$ cat src/rtl/serial_word_receiver_pkg.sv
// Shared types and helpers for the serial word receiver
// and the rotating-register family.
package serial_word_receiver_pkg;

    typedef enum logic {
        ST_IDLE  = 1'b0,
        ST_SHIFT = 1'b1
    } state_e;

    // Width of a counter that must hold 0..n-1; never narrower than one bit.
    function automatic int cnt_width(input int n);
        return (n <= 2) ? 1 : $clog2(n);
    endfunction

endpackage

$ cat src/rtl/serial_word_receiver_word_out_buffer.sv
// Single-entry valid/ready holding register; flags a load that
// arrives while the entry is full and not draining.
module word_out_buffer #(
    parameter int W = 4
) (
    input  logic         i_clk,
    input  logic         i_rst,
    input  logic         i_load,
    input  logic [W-1:0] i_data,
    input  logic         i_ready,
    output logic [W-1:0] o_data,
    output logic         o_valid,
    output logic         o_drop
);

    logic [W-1:0] data_q;
    logic [W-1:0] data_d;
    logic         valid_q;
    logic         valid_d;
    logic         load_ok;

    always_comb begin
        load_ok = i_load && (!valid_q || i_ready);
        o_drop  = i_load && valid_q && !i_ready;
        data_d  = data_q;
        valid_d = valid_q;
        if (load_ok) begin
            data_d  = i_data;
            valid_d = 1'b1;
        end else if (valid_q && i_ready) begin
            valid_d = 1'b0;
        end
    end

    always_ff @(posedge i_clk) begin
        if (i_rst) begin
            data_q  <= '0;
            valid_q <= 1'b0;
        end else begin
            data_q  <= data_d;
            valid_q <= valid_d;
        end
    end

    assign o_data  = data_q;
    assign o_valid = valid_q;

endmodule

$ cat src/rtl/serial_word_receiver.sv
// Serial-to-parallel receiver: MSB-first bits framed by i_sof,
// delivered through a one-entry valid/ready buffer.
module serial_word_receiver
    import serial_word_receiver_pkg::*;
#(
    parameter int MSB = 4
) (
    input  logic           i_clk,
    input  logic           i_rst,
    input  logic           i_sdata,
    input  logic           i_svalid,
    input  logic           i_sof,
    output logic [MSB-1:0] o_dout,
    output logic           o_dvalid,
    input  logic           i_dready,
    output logic           o_busy,
    output logic           o_frame_err,
    output logic           o_overrun
);

    localparam int CW = cnt_width(MSB);
    localparam logic [CW-1:0] CNT_LAST = CW'(MSB - 1);

    state_e         state_q;
    state_e         state_d;
    logic [CW-1:0]  cnt_q;
    logic [CW-1:0]  cnt_d;
    logic [MSB-1:0] sreg_q;
    logic [MSB-1:0] sreg_d;
    logic           frame_err_q;
    logic           frame_err_d;
    logic           overrun_q;
    logic           overrun_d;
    logic           word_done;
    logic           drop;
    logic           last_bit;

    assign last_bit = i_svalid && !i_sof && (cnt_q == CNT_LAST);

    always_ff @(posedge i_clk) begin
        if (i_rst) begin
            state_q     <= ST_IDLE;
            cnt_q       <= '0;
            sreg_q      <= '0;
            frame_err_q <= 1'b0;
            overrun_q   <= 1'b0;
        end else begin
            state_q     <= state_d;
            cnt_q       <= cnt_d;
            sreg_q      <= sreg_d;
            frame_err_q <= frame_err_d;
            overrun_q   <= overrun_d;
        end
    end

    always_comb begin
        state_d = state_q;
        unique case (state_q)
            ST_IDLE:  if (i_svalid && i_sof) state_d = ST_SHIFT;
            ST_SHIFT: if (last_bit) state_d = ST_IDLE;
            default:  state_d = ST_IDLE;
        endcase
    end

    // A start bit always restarts the count, discarding any partial word.
    always_comb begin
        cnt_d       = cnt_q;
        sreg_d      = sreg_q;
        frame_err_d = 1'b0;
        word_done   = 1'b0;
        if (i_svalid && i_sof) begin
            sreg_d      = {sreg_q[MSB-2:0], i_sdata};
            cnt_d       = CW'(1);
            frame_err_d = (state_q == ST_SHIFT);
        end else if (i_svalid && state_q == ST_SHIFT) begin
            sreg_d = {sreg_q[MSB-2:0], i_sdata};
            if (cnt_q == CNT_LAST) begin
                cnt_d     = '0;
                word_done = 1'b1;
            end else begin
                cnt_d = cnt_q + CW'(1);
            end
        end
        overrun_d = overrun_q || drop;
    end

    word_out_buffer #(
        .W(MSB)
    ) u_buf (
        .i_clk   (i_clk),
        .i_rst   (i_rst),
        .i_load  (word_done),
        .i_data  (sreg_d),
        .i_ready (i_dready),
        .o_data  (o_dout),
        .o_valid (o_dvalid),
        .o_drop  (drop)
    );

    assign o_busy      = (state_q == ST_SHIFT);
    assign o_frame_err = frame_err_q;
    assign o_overrun   = overrun_q;

endmodule

$ cat config.mk
export PLATFORM = sky130hd
export DESIGN_NAME = serial_word_receiver
export DESIGN_NICKNAME = d
export VERILOG_FILES = /design/src/rtl/serial_word_receiver_pkg.sv /design/src/rtl/serial_word_receiver_word_out_buffer.sv /design/src/rtl/serial_word_receiver.sv
export SDC_FILE = /design/constraint.sdc
export NUM_CORES = 1
export LEC_CHECK = 0
export ABC_AREA = 0
export CAP_MARGIN = 5
export CORE_AREA = 2 2 39 41
export CTS_BUF_LIST = sky130_fd_sc_hd__clkbuf_4 sky130_fd_sc_hd__clkbuf_8
export CTS_CLUSTER_SIZE = 12
export DETAILED_ROUTE_END_ITERATION = 6
export DIE_AREA = 0 0 41 43
export GPL_TIMING_DRIVEN = 0
export PLACE_DENSITY_LB_ADDON = 0.08
export SLEW_MARGIN = 25
export SYNTH_ARGS = -nofsm -noshare
export SYNTH_HDL_FRONTEND = slang
export SYNTH_SLANG_ARGS = --single-unit
$ cat constraint.sdc
create_clock -name i_clk -period 1.3 [get_ports i_clk]
set_input_delay 0.195 -clock i_clk [delete_from_list [all_inputs] [get_ports i_clk]]
set_output_delay 0.195 -clock i_clk [all_outputs]
set_load 0.01 [all_outputs]
==> out/metrics.cfg <==
[setup_path]
cp.required_ns=1.50
r2r_cells=4
worstSetupStartpointType=flip-flop
crit_path_max_fanout=7
timing.critical_path.arrival_ns=1.44
setup.worst_path.end_class=flip-flop
worst-setup-path-type=reg -> reg

[sta]
hold_violations=0
finalMaxSlewViolations=0
final.setup.worst_slack_ns=0.0539
unrepaired_setup_endpoints_after_global_routing=false
tightest_slew_ns=0.479
final.min_clock_period_ns=1.25
report.final.setup_viol=0
min_period_over_period=0.959
fin_skew_ns=0.00101
max_clock_freq_ghz=0.803
timing.slew.headroom=0.680

[finish]
fin_nets=78
drive_gt1_frac=0.203
area_delta_synth_final_pct=34.3
antenna_cells=0
final_util=0.528

[die]
fp.coreArea_mm2=0.00138
pin_count=14
rows=14
fp.dieH_um=43
start_util=0.393
fp.dieArea_mm2=0.00176
die_w_um=41

[logic_synthesis]
ys_seq_area_frac=0.515
area_share_of_the_largest_cell_type_after_synthesis=0.515
synthMostInstantiatedCell=sky130_fd_sc_hd__dfxtp_1
postSynthAreaPerCell_um2=10.1
post_synth_most_frequent_cells=sky130_fd_sc_hd__dfxtp_1, sky130_fd_sc_hd__a21oi_1, sky130_fd_sc_hd__nor2_1, sky130_fd_sc_hd__mux2i_1, sky130_fd_sc_hd__nand2_1
mappedNetlistNets=61
synth_area_um2=544
async_flop_share=0
synthesis.instances=54
ys_warn_count=0
netlist-cell-type-count=20
flop_and_latch_count_out_of_synthesis=14
synth_flop_cell=sky130_fd_sc_hd__dfxtp_1
synth_enable_flop_cells=0
netlist.top_cell.by_area=sky130_fd_sc_hd__dfxtp_1
synth_top_cells_by_area=sky130_fd_sc_hd__dfxtp_1, sky130_fd_sc_hd__mux2i_1, sky130_fd_sc_hd__a21oi_1

[pwr]
p_sw_frac=0.227
static-leakage-power_uw=0.000310
peakVddDrop_v=0.000594
p_per_area_mw_per_mm2=1020
pwr-share-comb=0.083
seq_pwr_share=0.600
cellInternalPower_uw=574
net-switching-power_uw=169
power.share.clock=0.317

[clock_tree]
tritoncts=built
post-cts-setup-buffer-count=0
clock_transition_at_the_registers_of_the_reported_paths_ns=0.08
clock_path_buffers=2
cts_made_buffers=3
count_of_hold_fix_buffers_inserted_at_cts=0
cts_sinks=14
ctsHtreeMaxLevel=1
worstSkewPairLatency_ns=0.27
cts-root-buf=sky130_fd_sc_hd__clkbuf_4

[placed_design]
placement.io_buffers=13
gp_congestion=0.604
post-dp-hpwl_um=811
detailedPlace.worstSlack_ns=-0.303

[route]
drt_first_pass_iters=4
wire_per_inst_um=13.3
vias=433
postRouteAntennaNets=0
drt_iter0_drc=7
wirelength_um=1130
drc_errors=0
detail_route.vias_per_cell=5.09

[global_route]
grt_max_degree=11
gr-total-overflow=0
grt_first_pass_wirelength_um=1860
initial_antenna_violation_count=0
globalRouteTotalUtil=0.155
grt_pass1_vias=444

[job]
drv.max_cap_violation_count=0

[min_path]
worstHoldPathCells=2
timing.hold.worst.class=in -> reg

[status]
run_status=finished clean

==> sequential cells by signal (all words and copies together) (netlist names) <==
register / cells
sreg_q: 4
u_buf.o_data: 4
cnt_q: 2
o_busy: 1
o_frame_err: 1
o_overrun: 1
u_buf.o_valid: 1
==> layout make-up <==
cell class                 instances  area [um^2]
sequential                        14          287
inverter                           2         7.51
tap                               16         20.0
clock buffer                       3         22.5
multi-input combinational         36          273
timing repair buffer              13          118
buffer                             1         3.75
fill                             143          653
==> power groups by stage <==
stage          clock (uW)  sequential, uW  combinational (uW)
2_1_floorplan           0             454                28.1
3_3_place_gp            0             454                60.5
3_5_place_dp            0             454                61.8
4_1_cts               243             445                60.6
5_1_grt               253             448                68.0
6_report              236             446                61.4
==> cell usage in the layout (no fill, tap or decap) <==
| master | count |
|---|---|
| sky130_fd_sc_hd__dfxtp_1 | 11 |
| sky130_fd_sc_hd__dlygate4sd2_1 | 10 |
| sky130_fd_sc_hd__a21oi_1 | 7 |
| sky130_fd_sc_hd__nor2_1 | 6 |
| sky130_fd_sc_hd__mux2i_1 | 4 |
| sky130_fd_sc_hd__a211oi_2 | 4 |
| sky130_fd_sc_hd__nand2_1 | 4 |
| sky130_fd_sc_hd__clkbuf_4 | 3 |
| sky130_fd_sc_hd__clkdlybuf4s50_1 | 3 |
| sky130_fd_sc_hd__inv_1 | 2 |
| sky130_fd_sc_hd__nor3b_1 | 2 |
| sky130_fd_sc_hd__dfxtp_2 | 2 |
| sky130_fd_sc_hd__and4b_2 | 1 |
| sky130_fd_sc_hd__nand2b_1 | 1 |
| sky130_fd_sc_hd__clkbuf_1 | 1 |
| sky130_fd_sc_hd__o21ai_4 | 1 |
| sky130_fd_sc_hd__and2_4 | 1 |
| sky130_fd_sc_hd__a22oi_1 | 1 |
| sky130_fd_sc_hd__nand4b_1 | 1 |
| sky130_fd_sc_hd__o21ai_0 | 1 |
| sky130_fd_sc_hd__a31oi_1 | 1 |
| sky130_fd_sc_hd__ha_4 | 1 |
| sky130_fd_sc_hd__dfxtp_4 | 1 |
==> through the flow <==
| stage | area [um^2] | std cells | total power, uW | setup TNS, ns | hold WS, ns |
|---|---|---|---|---|---|
| 3_3_place_gp | 694 | 83 | 515 | -2.60 | 0.446 |
| 4_1_cts | 721 | 86 | 749 | 0 | 0.438 |
| 2_1_floorplan | 544 | 54 | 482 | 0 | 0.260 |
| 5_1_grt | 731 | 85 | 769 | 0 | 0.456 |
| 3_5_place_dp | 694 | 83 | 516 | -2.63 | 0.458 |
| 6_report | 731 | 85 | 743 | 0 | 0.444 |
==> cell families after synthesis <==
logic type                 Yosys count  share of synthesized area
muxes                                4                     0.0736
adders and majority gates            1                     0.0230
and+or+nand+nor                     16                      0.159
buffers and inverters                4                     0.0414
AOI/OAI and AO/OA                   15                      0.188
DFF                                 14                      0.515
==> critical path, cell delays in order (launching register included) <==
cell and delay [ns]:
sky130_fd_sc_hd__dfxtp_4 0.36, sky130_fd_sc_hd__ha_4 0.16, sky130_fd_sc_hd__and4b_2 0.26, sky130_fd_sc_hd__and2_4 0.18, sky130_fd_sc_hd__a211oi_2 0.20
==> repair_timing <==
| action | in CTS | in global routing |
|---|---|---|
| endpoints found under the setup margin | 11 | 4 |
| resized for setup | 14 | 6 |
| pin swaps | 0 | 2 |
==> metal layers <==
metal  part of all wire  GRT usage
met1               0.45      0.185
met3              0.052     0.0576
met4                  0     0.0400
met5                  0          0
met2               0.50      0.250
==> worst paths after layout <==
path,from,to,slack [ns]
setup / recovery,cnt_q[0]$_SDFFE_PP0P_,u_buf.o_data[3]$_SDFFE_PP0P_,0.05
hold / removal,i_sof,o_frame_err$_SDFF_PP0_,0.44
setup reg to reg,cnt_q[0]$_SDFFE_PP0P_,u_buf.o_data[3]$_SDFFE_PP0P_,0.05
hold reg to reg,cnt_q[1]$_SDFFE_PP0N_,cnt_q[1]$_SDFFE_PP0N_,0.47
Note: power is estimated with default switching activity, not from simulation.
